`src/rtl/mem_arb_pkg.sv`:
```
// Shared types and defaults for the IF/MEM single-port memory arbiter.
package mem_arb_pkg;

  localparam int unsigned ADDR_WIDTH_DEF = 32;
  localparam int unsigned DATA_WIDTH_DEF = 32;
  localparam int unsigned TIMEOUT_DEF    = 16;

  typedef enum logic [1:0] {
    IDLE     = 2'd0,
    BUSY_IF  = 2'd1,
    BUSY_MEM = 2'd2
  } arb_state_e;

  typedef enum logic {
    GNT_IF  = 1'b0,
    GNT_MEM = 1'b1
  } grant_e;

  // A disabled timeout still needs a 1-bit counter to keep the port legal.
  function automatic int unsigned cnt_width(input int unsigned timeout);
    return (timeout == 0) ? 1 : $clog2(timeout + 1);
  endfunction

endpackage

```
`src/rtl/mem_arbiter_timer.sv`:
```
// Bus wait-state counter; expired flags the last permitted wait cycle.
module arb_timer
  import mem_arb_pkg::*;
#(
  parameter  int unsigned TIMEOUT = TIMEOUT_DEF,
  localparam int unsigned CW      = cnt_width(TIMEOUT)
) (
  input  logic          clk,
  input  logic          rst,
  input  logic          clear,
  input  logic          enable,
  output logic [CW-1:0] count,
  output logic          expired
);

  logic [CW-1:0] r_count;

  always_ff @(posedge clk or negedge rst) begin
    if (!rst)        r_count <= '0;
    else if (clear)  r_count <= '0;
    else if (enable) r_count <= r_count + 1'b1;
  end

  assign count = r_count;

  generate
    if (TIMEOUT == 0) begin : g_no_timeout
      assign expired = 1'b0;
    end else begin : g_timeout
      localparam logic [CW-1:0] LIMIT = CW'(TIMEOUT - 1);
      // Firing on the cycle that would take the count to TIMEOUT aborts after exactly TIMEOUT waits.
      assign expired = enable && (r_count == LIMIT);
    end
  endgenerate

endmodule

```
`src/rtl/mem_arbiter.sv`:
```
// Shares one memory bus between the IF fetch port and the MEM data port.
// Optional MEM_ARB_ROUND_ROBIN_EN: alternate grants on a tie instead of fixed MEM priority.
module mem_arbiter
  import mem_arb_pkg::*;
#(
  parameter int unsigned ADDR_WIDTH = ADDR_WIDTH_DEF,
  parameter int unsigned DATA_WIDTH = DATA_WIDTH_DEF,
  parameter int unsigned TIMEOUT    = TIMEOUT_DEF
) (
  input  logic                  clk,
  input  logic                  rst,
  input  logic                  if_req,
  input  logic [ADDR_WIDTH-1:0] if_addr,
  output logic [DATA_WIDTH-1:0] if_rdata,
  output logic                  if_ack,
  output logic                  if_err,
  input  logic                  mem_req,
  input  logic                  mem_we,
  input  logic [ADDR_WIDTH-1:0] mem_addr,
  input  logic [DATA_WIDTH-1:0] mem_wdata,
  output logic [DATA_WIDTH-1:0] mem_rdata,
  output logic                  mem_ack,
  output logic                  mem_err,
  output logic                  bus_valid,
  output logic                  bus_we,
  output logic [ADDR_WIDTH-1:0] bus_addr,
  output logic [DATA_WIDTH-1:0] bus_wdata,
  input  logic [DATA_WIDTH-1:0] bus_rdata,
  input  logic                  bus_ready
);

  localparam int unsigned CW = cnt_width(TIMEOUT);

  arb_state_e    r_state;
  logic          w_busy;
  logic          w_if_req_m;
  logic          w_mem_req_m;
  logic          w_pick_mem;
  logic          w_pick_if;
  logic          w_cnt_en;
  logic          w_expired;
  logic [CW-1:0] w_wait_cnt;

`ifdef MEM_ARB_ROUND_ROBIN_EN
  grant_e r_last_grant;
`endif

  always_comb begin
    w_busy      = (r_state == BUSY_IF) || (r_state == BUSY_MEM);
    // A port being acked this cycle still shows its old req; ignore it to avoid a stale re-grant.
    w_if_req_m  = if_req  && !if_ack;
    w_mem_req_m = mem_req && !mem_ack;
`ifdef MEM_ARB_ROUND_ROBIN_EN
    w_pick_mem  = w_mem_req_m && (!w_if_req_m || (r_last_grant == GNT_IF));
`else
    w_pick_mem  = w_mem_req_m;
`endif
    w_pick_if   = w_if_req_m && !w_pick_mem;
    // Saturate instead of wrapping, which only matters with the timeout disabled.
    w_cnt_en    = w_busy && !bus_ready && (w_wait_cnt != '1);
  end

  arb_timer #(
    .TIMEOUT (TIMEOUT)
  ) u_timer (
    .clk     (clk),
    .rst     (rst),
    .clear   (r_state == IDLE),
    .enable  (w_cnt_en),
    .count   (w_wait_cnt),
    .expired (w_expired)
  );

  always_ff @(posedge clk or negedge rst) begin
    if (!rst) begin
      r_state   <= IDLE;
      if_rdata  <= '0;
      if_ack    <= 1'b0;
      if_err    <= 1'b0;
      mem_rdata <= '0;
      mem_ack   <= 1'b0;
      mem_err   <= 1'b0;
      bus_valid <= 1'b0;
      bus_we    <= 1'b0;
      bus_addr  <= '0;
      bus_wdata <= '0;
`ifdef MEM_ARB_ROUND_ROBIN_EN
      r_last_grant <= GNT_IF;
`endif
    end else begin
      if_ack  <= 1'b0;
      if_err  <= 1'b0;
      mem_ack <= 1'b0;
      mem_err <= 1'b0;
      case (r_state)
        IDLE: begin
          if (w_pick_mem) begin
            bus_valid <= 1'b1;
            bus_we    <= mem_we;
            bus_addr  <= mem_addr;
            bus_wdata <= mem_wdata;
            r_state   <= BUSY_MEM;
`ifdef MEM_ARB_ROUND_ROBIN_EN
            r_last_grant <= GNT_MEM;
`endif
          end else if (w_pick_if) begin
            bus_valid <= 1'b1;
            bus_we    <= 1'b0;
            bus_addr  <= if_addr;
            bus_wdata <= '0;
            r_state   <= BUSY_IF;
`ifdef MEM_ARB_ROUND_ROBIN_EN
            r_last_grant <= GNT_IF;
`endif
          end
        end
        BUSY_IF, BUSY_MEM: begin
          if (bus_ready || w_expired) begin
            bus_valid <= 1'b0;
            r_state   <= IDLE;
            if (r_state == BUSY_MEM) begin
              mem_ack   <= 1'b1;
              mem_err   <= !bus_ready;
              mem_rdata <= bus_ready ? bus_rdata : '0;
            end else begin
              if_ack    <= 1'b1;
              if_err    <= !bus_ready;
              if_rdata  <= bus_ready ? bus_rdata : '0;
            end
          end
        end
        default: begin
          bus_valid <= 1'b0;
          r_state   <= IDLE;
        end
      endcase
    end
  end

endmodule

```
`config.mk`:
```
export PLATFORM = sky130hd
export DESIGN_NAME = mem_arbiter
export DESIGN_NICKNAME = d
export VERILOG_FILES = /design/src/rtl/mem_arb_pkg.sv /design/src/rtl/mem_arbiter_timer.sv /design/src/rtl/mem_arbiter.sv
export SDC_FILE = /design/constraint.sdc
export NUM_CORES = 1
export LEC_CHECK = 0
export ABC_AREA = 1
export ABC_CLOCK_PERIOD_IN_PS = 1920
export CAP_MARGIN = 20
export CORE_AREA = 2 2 105 107
export CTS_CLUSTER_DIAMETER = 80
export DETAILED_ROUTE_END_ITERATION = 6
export DIE_AREA = 0 0 107 109
export DONT_BUFFER_PORTS = 1
export MAX_ROUTING_LAYER = met4
export PLACE_DENSITY = 0.73
export SYNTH_ARGS = -nofsm -noshare
export SYNTH_HDL_FRONTEND = slang
export SYNTH_SLANG_ARGS = --single-unit
```
`constraint.sdc`:
```
create_clock -name clk -period 1.92 [get_ports clk]
set_input_delay 0.384 -clock clk [delete_from_list [all_inputs] [get_ports clk]]
set_output_delay 0.384 -clock clk [all_outputs]
set_load 0.02 [all_outputs]
```
==> flow_metrics.tcl <==
set metrics [dict create \
    grt_overflow 0 \
    rsz0062_at_grt "no" \
    netlist_area_mm2 0.006075 \
    fill_cells 818 \
    hold_class "primary input to async pin" \
    power.leakage_uw 0.003893 \
    cts_made_buffers 17 \
    crit_type "register to register" \
    totalWireLength_mm 15.29 \
    htree_levels 4 \
    finalWeightedCongestion 0.9030 \
    ys_top_cells_by_area "dfrtp_1 58%, nand2_1 27%, nand4_1 6.6%" \
    die_x_um 107 \
    fin_nets 901 \
    setup_viol 0 \
    startpoint_type "register" \
    fmax_ghz 0.5667 \
    cpPeakStageDelay_ns 0.40 \
    synth_top_area_share_pct 58.08 \
    ios 268 \
    cts-root-buf "clkbuf_8" \
    drt_iter0_drc 371 \
    avgSynthCellArea_um2 8.242 \
    setup.worst_path.start "u_timer.count[0]" \
    synth_fp_nets 876 \
    yosys.cell_types.count 22 \
    gr-usage-all-layers_pct 27.20 \
    clk_path_buf_depth 2 \
    crit_top_cell "nand2_1" \
    clk_latency_ns 0.51 \
    grt_pass1_vias 4906 \
    ir_drop_v 0.0008861 \
    fp-row-count 38 \
    arrival_ns 2.15 \
    antenna_found_initial 0 \
    post_cts_buffers 0 \
    areaGrowthSynthToFinish_pct 18.06 \
    dr.pass1.iters 5 \
    powerDensity_mw_per_mm2 1886 \
    vias 5036 \
    crit_family "simple AND/OR/NAND/NOR gates" \
    antenna_left 0 \
    cts_tree "yes" \
    port_buffers 0 \
    synthCells 737 \
    ys_seq_elements 141 \
    final_common_cell "nand2_1" \
    dpl.hpwl_mm 9.777 \
    slew_headroom_pct 42.37 \
    die_area_mm2 0.01166 \
    required_ns 2.31 \
    finalSetupTns_ns 0 \
    drive_above_1_share_pct 7.106 \
    fin_skew_ns 0.008021 \
    design_area_mm2 0.007172 \
    core_mm2 0.01060 \
    grt_pass1_wl_mm 24.07 \
    post-route-min-period_ns 1.765 \
    hold_viol 141 \
    yosys_warnings 0 \
    maxCapViolCount 0 \
    start_util_pct 57.29 \
    cts.sinks 141 \
    violations "negative hold slack" \
    diodes 0 \
    rrSetupSlack_ns 0.16 \
    status "complete, but fails checks" \
    place_area_mm2 0.006157 \
    yosysSeqAreaShare_pct 58.08 \
    drc 0 \
    hold_ws_ns -0.4324 \
    die_y_um 109 \
    crit_slowest_cell "dfrtp_1" \
    yosys.area.top_type "dfrtp_1" \
    path_clk_slew_ns 0.06 \
    fin_crit_sh_pct 91.91 \
    layout_common_cells "436 x nand2_1, 141 x dfrtp_1, 64 x nand4_1" \
    end_kind "register" \
    vias_per_cell 5.510 \
    worstPathCellList "ha_1 -> nand2_1 -> nor2_1 -> ha_1 -> inv_1 -> nand4_1 -> nand2_1 -> nand2_2 -> buf_4 -> nand2_1 -> nand2_1" \
    slew_viol_final 0 \
    worst_pin_slew_ns 0.8617 \
    grt_max_degree 142 \
    routedWlPerCell_um 16.73 \
    cp_max_fo 10 \
    cp_num_buf_inv 2 \
    r2r_start "u_timer.count[0]" \
]
[layer usage]
| layer | GRT usage, % | vias to the layer above | share of wire (%) |
|---|---|---|---|
| met4 | 11.04 | 0 | 2.9 |
| met3 | 8.488 | 41 | 8.8 |
| met1 | 32.04 | 2358 | 39 |
| li1 | - | 2378 | - |
| met5 | - | - | 0 |
| met2 | 43.90 | 259 | 49 |
[power by group]
part	internal, uW	switching [uW]
clock	2250	1250
combinational	1060	2130
sequential	4250	2580
[cell type report]
type / count / area, um^2 / share of cell area [%]
Multi-Input combinational cell: 532 / 2256 / 31.45
Inverter: 18 / 67.56 / 0.9421
Timing Repair Buffer: 52 / 514.2 / 7.170
Sequential cell: 141 / 3528 / 49.20
Clock inverter: 12 / 209.0 / 2.913
Clock buffer: 19 / 421.7 / 5.879
Tap cell: 140 / 175.2 / 2.442
[cells by family after synthesis]
group           after synthesis  synth area share, %
flops                       141                58.08
xor+xnor                      1               0.1442
fa+ha+maj                     5                1.030
simple gates                519                35.20
compound gates                7               0.7209
buf+inv                      64                4.820
[stage by stage]
step	utilization (%)	hold WS [ns]	total power [uW]	cells	setup slack (ns)
global route	67.64	-0.4628	14360	914	0.03690
detailed placement	58.07	0.09037	9962	845	0.1418
global placement	58.07	0.09081	9772	845	0.2365
floorplan	-	0.08841	9035	737	0.3042
CTS	67.51	-0.4554	13570	913	0.1328
finish	67.64	-0.4324	13520	914	0.1553
[cells in the mapped netlist]
cell and instances:
a21oi_1 2, buf_2 21, buf_4 7, clkbuf_1 18
dfrtp_1 141, ha_1 5, inv_1 14, inv_2 4
nand2_1 436, nand2_2 3, nand2_4 1, nand3_1 4
nand4_1 64, nor2_1 9, nor2_2 1, nor2_4 1
o211ai_1 1, o21ai_0 1, o21ai_1 1, o21ai_2 1
o31ai_1 1, xor2_1 1
[flip-flops by register name (all words and copies together) (netlist names)]
name	flops
r_state	2
if_rdata	32
bus_addr	32
if_err	1
mem_err	1
bus_we	1
bus_valid	1
u_timer.count	5
mem_ack	1
mem_rdata	32
if_ack	1
bus_wdata	32
[final timing paths]
| check | end | cells past startpoint |
|---|---|---|
| worst max-delay path | mem_rdata[9] | 11 |
| worst min-delay path | mem_rdata[13] | 0 |
| worst max register to register | mem_rdata[9] | 11 |
| worst min register to register | r_state[0] | 2 |
| max in group asynchronous | bus_addr[9] | 0 |
| min in group clk | bus_wdata[29] | 2 |
[timing repair]
action,CTS,global route
hold buffers,37,1
endpoints found under the hold margin,195,142
gates resized for setup,0,1
setup endpoints to repair,0,2
Note: power is estimated with default switching activity, not from simulation.
